$ cat src/rtl/avalon_mem_arbiter_if.sv
// rtl/avalon_mem_arbiter_if.sv - Avalon-MM bundle for the two-master / one-slave arbiter
interface avalon_mem_arbiter_if;
   logic [31:0] m0_address;
   logic [3:0]  m0_byteenable;
   logic        m0_read;
   logic        m0_write;
   logic [31:0] m0_writedata;
   logic        m0_waitrequest;
   logic [31:0] m0_readdata;

   logic [31:0] m1_address;
   logic [3:0]  m1_byteenable;
   logic        m1_read;
   logic        m1_write;
   logic [31:0] m1_writedata;
   logic        m1_waitrequest;
   logic [31:0] m1_readdata;

   logic [31:0] s_address;
   logic [3:0]  s_byteenable;
   logic        s_read;
   logic        s_write;
   logic [31:0] s_writedata;
   logic        s_waitrequest;
   logic [31:0] s_readdata;

   // slave: the arbiter's view (it serves both masters and drives the memory port)
   modport slave (
      input  m0_address, m0_byteenable, m0_read, m0_write, m0_writedata,
      output m0_waitrequest, m0_readdata,
      input  m1_address, m1_byteenable, m1_read, m1_write, m1_writedata,
      output m1_waitrequest, m1_readdata,
      output s_address, s_byteenable, s_read, s_write, s_writedata,
      input  s_waitrequest, s_readdata
   );

   // master: the surrounding masters and memory that connect to the arbiter
   modport master (
      output m0_address, m0_byteenable, m0_read, m0_write, m0_writedata,
      input  m0_waitrequest, m0_readdata,
      output m1_address, m1_byteenable, m1_read, m1_write, m1_writedata,
      input  m1_waitrequest, m1_readdata,
      input  s_address, s_byteenable, s_read, s_write, s_writedata,
      output s_waitrequest, s_readdata
   );
endinterface

$ cat src/rtl/avalon_mem_arbiter.sv
// rtl/avalon_mem_arbiter.sv - two-master Avalon-MM arbiter with registered grant and stall watchdog
module avalon_mem_arbiter #(
   parameter int ROUND_ROBIN    = 1,
   parameter int TIMEOUT_CYCLES = 1024
) (
   input  logic                        clk,
   input  logic                        reset_n,
   avalon_mem_arbiter_if.slave         bus,
   output logic [1:0]                  grant,
   output logic                        timeout
);
   localparam logic [15:0] TIMEOUT_LIMIT = 16'(TIMEOUT_CYCLES);

   typedef enum logic {IDLE, BUSY} state_t;

   state_t      state, state_next;
   logic        owner, owner_next;
   logic        last, last_next;
   logic [15:0] stall_cnt, stall_next, stall_inc;
   logic        timeout_next;
   logic        req0, req1, winner;
   logic        own_read, own_write;

   assign req0      = bus.m0_read | bus.m0_write;
   assign req1      = bus.m1_read | bus.m1_write;
   assign own_read  = owner ? bus.m1_read  : bus.m0_read;
   assign own_write = owner ? bus.m1_write : bus.m0_write;

   // Address/data always follow the owner; only the strobes are gated by state.
   assign bus.s_address    = owner ? bus.m1_address    : bus.m0_address;
   assign bus.s_byteenable = owner ? bus.m1_byteenable : bus.m0_byteenable;
   assign bus.s_writedata  = owner ? bus.m1_writedata  : bus.m0_writedata;
   assign bus.m0_readdata  = bus.s_readdata;
   assign bus.m1_readdata  = bus.s_readdata;

   always_comb begin
      if (req0 && req1)
         winner = (ROUND_ROBIN != 0) ? ~last : 1'b0;
      else
         winner = req1;
   end

   always_comb begin
      state_next         = state;
      owner_next         = owner;
      last_next          = last;
      stall_inc          = 16'd0;
      stall_next         = stall_cnt;
      timeout_next       = timeout;
      grant              = 2'b00;
      bus.s_read         = 1'b0;
      bus.s_write        = 1'b0;
      bus.m0_waitrequest = 1'b1;
      bus.m1_waitrequest = 1'b1;

      case (state)
         IDLE: begin
            stall_next = 16'd0;
            if (req0 || req1) begin
               state_next = BUSY;
               owner_next = winner;
            end
         end
         BUSY: begin
            bus.s_read  = own_read;
            bus.s_write = own_write & ~own_read;
            grant       = owner ? 2'b10 : 2'b01;
            if (owner)
               bus.m1_waitrequest = bus.s_waitrequest;
            else
               bus.m0_waitrequest = bus.s_waitrequest;

            if (bus.s_waitrequest)
               stall_inc = (stall_cnt == 16'hFFFF) ? stall_cnt : stall_cnt + 16'd1;
            if (stall_inc >= TIMEOUT_LIMIT)
               timeout_next = 1'b1;
            stall_next = stall_inc;

            if (!(own_read || own_write)) begin
               // Abandoned request: release the port without crediting the owner.
               state_next = IDLE;
               stall_next = 16'd0;
            end else if (!bus.s_waitrequest) begin
               state_next = IDLE;
               last_next  = owner;
               stall_next = 16'd0;
            end
         end
         default: state_next = IDLE;
      endcase
   end

   always_ff @(posedge clk or negedge reset_n) begin
      if (!reset_n) begin
         state     <= IDLE;
         owner     <= 1'b0;
         last      <= 1'b1;
         stall_cnt <= 16'd0;
         timeout   <= 1'b0;
      end else begin
         state     <= state_next;
         owner     <= owner_next;
         last      <= last_next;
         stall_cnt <= stall_next;
         timeout   <= timeout_next;
      end
   end
endmodule

$ cat src/flat_wrapper.sv
// flat-port wrapper written by rule: the top's interface ports become plain ports
module avalon_mem_arbiter_flat 
#(
   parameter int ROUND_ROBIN    = 1,
   parameter int TIMEOUT_CYCLES = 1024
)
  (clk, reset_n, grant, timeout, bus_m0_address, bus_m0_byteenable, bus_m0_read, bus_m0_write, bus_m0_writedata, bus_m0_waitrequest, bus_m0_readdata, bus_m1_address, bus_m1_byteenable, bus_m1_read, bus_m1_write, bus_m1_writedata, bus_m1_waitrequest, bus_m1_readdata, bus_s_address, bus_s_byteenable, bus_s_read, bus_s_write, bus_s_writedata, bus_s_waitrequest, bus_s_readdata);
  avalon_mem_arbiter_if bus_i ();
  input  logic clk;
  input  logic reset_n;
  output logic [1:0] grant;
  output logic timeout;
  input wire logic [$bits(bus_i.m0_address)-1:0] bus_m0_address;
  input wire logic [$bits(bus_i.m0_byteenable)-1:0] bus_m0_byteenable;
  input wire logic [$bits(bus_i.m0_read)-1:0] bus_m0_read;
  input wire logic [$bits(bus_i.m0_write)-1:0] bus_m0_write;
  input wire logic [$bits(bus_i.m0_writedata)-1:0] bus_m0_writedata;
  output wire logic [$bits(bus_i.m0_waitrequest)-1:0] bus_m0_waitrequest;
  output wire logic [$bits(bus_i.m0_readdata)-1:0] bus_m0_readdata;
  input wire logic [$bits(bus_i.m1_address)-1:0] bus_m1_address;
  input wire logic [$bits(bus_i.m1_byteenable)-1:0] bus_m1_byteenable;
  input wire logic [$bits(bus_i.m1_read)-1:0] bus_m1_read;
  input wire logic [$bits(bus_i.m1_write)-1:0] bus_m1_write;
  input wire logic [$bits(bus_i.m1_writedata)-1:0] bus_m1_writedata;
  output wire logic [$bits(bus_i.m1_waitrequest)-1:0] bus_m1_waitrequest;
  output wire logic [$bits(bus_i.m1_readdata)-1:0] bus_m1_readdata;
  output wire logic [$bits(bus_i.s_address)-1:0] bus_s_address;
  output wire logic [$bits(bus_i.s_byteenable)-1:0] bus_s_byteenable;
  output wire logic [$bits(bus_i.s_read)-1:0] bus_s_read;
  output wire logic [$bits(bus_i.s_write)-1:0] bus_s_write;
  output wire logic [$bits(bus_i.s_writedata)-1:0] bus_s_writedata;
  input wire logic [$bits(bus_i.s_waitrequest)-1:0] bus_s_waitrequest;
  input wire logic [$bits(bus_i.s_readdata)-1:0] bus_s_readdata;
  assign bus_i.m0_address = bus_m0_address;
  assign bus_i.m0_byteenable = bus_m0_byteenable;
  assign bus_i.m0_read = bus_m0_read;
  assign bus_i.m0_write = bus_m0_write;
  assign bus_i.m0_writedata = bus_m0_writedata;
  assign bus_m0_waitrequest = bus_i.m0_waitrequest;
  assign bus_m0_readdata = bus_i.m0_readdata;
  assign bus_i.m1_address = bus_m1_address;
  assign bus_i.m1_byteenable = bus_m1_byteenable;
  assign bus_i.m1_read = bus_m1_read;
  assign bus_i.m1_write = bus_m1_write;
  assign bus_i.m1_writedata = bus_m1_writedata;
  assign bus_m1_waitrequest = bus_i.m1_waitrequest;
  assign bus_m1_readdata = bus_i.m1_readdata;
  assign bus_s_address = bus_i.s_address;
  assign bus_s_byteenable = bus_i.s_byteenable;
  assign bus_s_read = bus_i.s_read;
  assign bus_s_write = bus_i.s_write;
  assign bus_s_writedata = bus_i.s_writedata;
  assign bus_i.s_waitrequest = bus_s_waitrequest;
  assign bus_i.s_readdata = bus_s_readdata;
  avalon_mem_arbiter #(.ROUND_ROBIN(ROUND_ROBIN), .TIMEOUT_CYCLES(TIMEOUT_CYCLES)) u_core (.clk(clk), .reset_n(reset_n), .bus(bus_i), .grant(grant), .timeout(timeout));
endmodule
$ cat config.mk
export PLATFORM = sky130hd
export DESIGN_NAME = avalon_mem_arbiter_flat
export DESIGN_NICKNAME = d
export VERILOG_FILES = /design/src/rtl/avalon_mem_arbiter_if.sv /design/src/rtl/avalon_mem_arbiter.sv /design/src/flat_wrapper.sv
export SDC_FILE = /design/constraint.sdc
export NUM_CORES = 1
export LEC_CHECK = 0
export ABC_AREA = 1
export BUFFER_PORTS_ARGS = -buffer_cell sky130_fd_sc_hd__buf_2
export CAP_MARGIN = 5
export CORE_AREA = 2 2 121 123
export CTS_BUF_LIST = sky130_fd_sc_hd__clkbuf_4 sky130_fd_sc_hd__clkbuf_8
export CTS_CLUSTER_SIZE = 10
export DETAILED_ROUTE_END_ITERATION = 10
export DIE_AREA = 0 0 123 125
export PLACE_DENSITY = 0.62
export SLEW_MARGIN = 15
export SYNTH_ARGS = -nofsm -noshare
export SYNTH_HDL_FRONTEND = slang
export SYNTH_SLANG_ARGS = --single-unit
$ cat constraint.sdc
create_clock -name clk -period 2.3 [get_ports clk]
set_input_delay 0.46 -clock clk [delete_from_list [all_inputs] [get_ports clk]]
set_output_delay 0.46 -clock clk [all_outputs]
set_load 0.03 [all_outputs]
# Yosys cells after proc, flatten, opt, wreduce, memory -nomap -nowiden
# Index checks and enable logic that the tools add are counted.
# op_classes
n_addsub	1
magnitude_cmp	1
eq_ne	1
mux	24
bitwise_logic	7
n_reduce_logical	6
# op_table
op	n
16-bit two-way mux	5
32-bit two-way mux	2
16-bit case mux with 2 select lines	1
16-bit by 1-bit adder with 16-bit output, second input constant	1
16-bit equality test, second input constant	1
16-bit by 11-bit >= comparator with 1-bit output, second input constant	1
1-bit two-way mux	12
2-bit two-way mux	2
4-bit two-way mux	1
1-bit NOT	4
2-bit AND reduction	2
3-bit AND reduction	1
1-bit logical OR	2
1-bit OR	2
1-bit case mux with 2 select lines	1
1-bit bitwise AND	1
1-bit logical AND	1
# totals
ff_bits	20
inputBits	175
out_inout_bits	139

# Logic depth before layout (Yosys ltp)
# logic_depth
depth_word	7
ltp_mapped	11

# Worst setup path before layout
# No wires, ideal clock.
# synth_path
path_kind	register to output
startpoint	register u_core.owner
endpoint	output port bus_m0_waitrequest
arrival_ns	1.546
path_slack_ns	0.294
stages_incl_launch_ff	5
n_path_buf	2
path_cell_list	dfrtp_1 buf_2 buf_1 nor2_1 nand2_1
# synth_via
elab_chain_cells	2
# synth_rtl
item	line_no	text
start, declared	avalon_mem_arbiter.sv:17	logic owner, owner_next;
start signal, assigned	avalon_mem_arbiter.sv:102	owner <= owner_next;
1-bit two-way mux	avalon_mem_arbiter.sv:68	if (owner)
1-bit two-way mux	avalon_mem_arbiter.sv:56	case (state)
end, declared	flat_wrapper.sv:18	output wire logic [$bits(bus_i.m0_waitrequest)-1:0] bus_m0_waitrequest;
# No other way between the ends.

# Final worst setup path
# layout_path
startpoint	register u_core.owner
endpoint	output port bus_s_address[27]
# layout_via
elab_chain_cells	1
# layout_rtl
item	line_no	text
32-bit two-way mux	avalon_mem_arbiter.sv:30	assign bus.s_address = owner ? bus.m1_address : bus.m0_address;
end, declared	flat_wrapper.sv:27	output wire logic [$bits(bus_i.s_address)-1:0] bus_s_address;
# No other way between the ends.

==> flow_metrics.env <==
export IMPL_critPathMaxStageDelay_ps=460
export IMPL_slew_violations=0
export IMPL_setup_viol=0
export IMPL_synth_xor_area_share_pct=1.357
export IMPL_worstPathCellList="buf_4 -> inv_4 -> buf_12 -> nand2_1 -> nand2_1 -> buf_2"
export IMPL_synth_area_sq_mm=0.002582
export IMPL_crit_type="flip-flop to primary output"
export IMPL_drtIter0Drc=196
export IMPL_rows=44
export IMPL_cap_violations=0
export IMPL_wirelength_mm=13.18
export IMPL_drt_vias_per_instance=4.004
export IMPL_fmaxAchievable_ghz=0.4573
export IMPL_synthArstFlopShare_pct=100.0
export IMPL_skew_ps=6.868
export IMPL_cp_startpoint="u_core.owner$_DFFE_PN0P_"
export IMPL_cp_max_fo=38
export IMPL_relSlewSlack_pct=67.31
export IMPL_grt_pass1_wl_mm=18.68
export IMPL_min_period_ps=2187
export IMPL_grt_max_degree=64
export IMPL_place_area_sq_mm=0.003410
export IMPL_synthMuxAreaShare_pct=0
export IMPL_place_hpwl_mm=11.72
export IMPL_crit_path_start_kind="flip-flop"
export IMPL_yosys_area_top_type="nand2_1"
export IMPL_ctsHoldBuffers=0
export IMPL_synthFlopType="dfrtp_1"
export IMPL_fin_crit_sh_pct=95.08
export IMPL_status="finished clean"
export IMPL_dieArea_sq_mm=0.01538
export IMPL_crit_path_end_kind="primary output"
export IMPL_antenna_left=0
export IMPL_crit_top_cell="nand2_1"
export IMPL_syn2layout_area_growth_pct=35.13
export IMPL_hold_slack_ps=128.9
export IMPL_syn_inst=467
export IMPL_synth_simple_area_share_pct=48.84
export IMPL_yosys_top_cells_area="nand2_1 37%, buf_4 19%, dfrtp_1 18%, nor2_1 4.1%, inv_1 3.8%"
export IMPL_overflow=0
export IMPL_reg2reg_slack_ps=460
export IMPL_synth_common_cells="252 x nand2_1, 64 x buf_4, 28 x nor2_1, 26 x inv_1, 19 x dfrtp_1"
export IMPL_yosysSeqAreaShare_pct=19.43
export IMPL_drtPass1Iterations=4
export IMPL_clk_pin_slew_ps=80
export IMPL_fin_area_sq_mm=0.003490
export IMPL_num_vias=3195
export IMPL_worst_pin_slew_ps=490.4
export IMPL_syn_nets=643
export IMPL_power_density_mw_per_mm2=1137
export IMPL_tns_ps=0
export IMPL_yosysMostFrequentCell="nand2_1"
export IMPL_cts_sinks=20
export IMPL_cts_tree="built"
export IMPL_power_uw=3968
export IMPL_synth_compound_area_share_pct=4.167
export IMPL_timing_rr_start="u_core.stall_cnt[0]$_DFF_PN0_"
export IMPL_layout_drive_gt1_share_pct=40.55
export IMPL_cts_htree_levels=1
export IMPL_initial_core_util_pct=18.18
export IMPL_synth_edf_count=0
export IMPL_nNetsFinal=791
export IMPL_gp_congestion=0.8893
export IMPL_yosys_warnings=0
export IMPL_hold_viol_final=0
export IMPL_p_leak_uw=0.002183
export IMPL_drcViolationCount=0
export IMPL_ios=314
export IMPL_slowest_stage="dfrtp_2"
export IMPL_wl_per_cell_um=16.51
export IMPL_grt_pass1_vias=2964
export IMPL_design_core_area_sq_mm=0.01420
export IMPL_insertion_delay_ps=270
export IMPL_synthAdderAreaFrac_pct=0.4845
export IMPL_netlist_area_leader_share_pct=36.63
export IMPL_numCtsBuffers=3
export IMPL_grt_antenna_before_repair=1
export IMPL_track_usage_pct=16.66
export IMPL_synth_cell_types=29
export IMPL_clockBufferDepth=2
export IMPL_port_buffer_count=217
export IMPL_finish_utilization_pct=24.57
export IMPL_crit_arrival_ps=1730
export IMPL_synth_top_family_by_area="simple AND/OR/NAND/NOR gates"
export IMPL_avgSynthCellArea_sq_um=5.530
export IMPL_cp_required_ps=1840
export IMPL_die_y_um=125
export IMPL_antenna_cells=0
export IMPL_worst_hold_path_type="input port to asynchronous set/reset pin"
export IMPL_ys_ff_latch=20
export IMPL_vdd_drop_max_v=0.0006472
export IMPL_cts_root_buf="clkbuf_8"
export IMPL_rsz0062_at_grt="false"
export IMPL_chipWidth_um=123
## power by group
part	internal [uW]	switching [uW]
sequential	395	46.8
combinational	818	2350
clock	233	126
total	1450	2520
## final timing paths
| kind | to | depth (start not counted) |
|---|---|---|
| setup / recovery | bus_s_address[27] | 6 |
| setup reg to reg | u_core.timeout$_DFFE_PN0P_ | 11 |
| hold / removal | u_core.stall_cnt[12]$_DFF_PN0_ | 1 |
| hold reg to reg | u_core.timeout$_DFFE_PN0P_ | 2 |
| min in group clk | u_core.timeout$_DFFE_PN0P_ | 2 |
| max in group asynchronous | u_core.last$_DFFE_PN1P_ | 1 |
## sequential cells by signal (all words and copies together), names as in the netlist
| signal | flops |
|---|---|
| u_core.owner | 1 |
| u_core.state | 1 |
| u_core.stall_cnt | 16 |
| u_core.timeout | 1 |
| u_core.last | 1 |
## final cells by class
type | instances | area [sq um]
Fill cell | 1688 | 10710
Multi-Input combinational cell | 335 | 1416
Timing Repair Buffer | 222 | 1142
Sequential cell | 20 | 503.0
Tap cell | 184 | 230.2
Inverter | 33 | 126.4
Clock buffer | 3 | 41.29
Clock inverter | 1 | 30.03
## routing by layer
layer	vias up	part of all wire, %	GRT usage, %
met5	-	0.099	0
met4	2	1.7	3.676
met3	13	8.6	4.745
met2	188	56	32.37
met1	1355	34	17.29
li1	1637	-	-
## layout by cell type (no fill, tap or decap)
cell       instances
clkinv_1           1
bufinv_16          1
buf_4              3
xnor2_1            3
dfrtp_2            1
nor2_2             3
o31ai_1            1
nor3_1             1
buf_2            216
inv_1             26
dfrtp_1           18
o211a_1            1
dfstp_2            1
inv_4              1
o21ai_0            6
inv_2              5
buf_12             1
o21ai_1            3
nand2_1          252
nor2_1            28
o211ai_1           1
nand4_1            3
nor3b_1            1
ha_1               1
clkbuf_8           3
nand3_2            3
nand3_1           13
buf_6              1
clkbuf_4           1
a211oi_2           1
nand2_2            5
xor2_1             1
nor2_4             3
a21oi_1            5
## worst max-delay path, delay by kind of cell, from the launching register on
kind | cells | cell delay, ps
buffers and inverters | 4 | 800
DFF | 1 | 460
and+or+nand+nor | 2 | 170
## stage by stage
stage	instances	setup slack [ps]
2_1_floorplan	467	293.9
3_3_place_gp	794	291.5
3_5_place_dp	794	294.7
4_1_cts	798	27.30
5_1_grt	798	20.32
6_report	798	113.1
## what timing repair did
action	in CTS	in global routing
resized for setup	0	5
endpoints found under the setup margin	0	40
setup buffers	0	0
## kinds of logic after synthesis
logic type	count (synthesis)
flip-flops	20
AND/OR/NAND/NOR	312
buffers and inverters	112
XOR/XNOR	4
adder cells (fa/ha/maj)	1
AO/OA/AOI/OAI	18
Note: power is estimated with default switching activity, not from simulation.
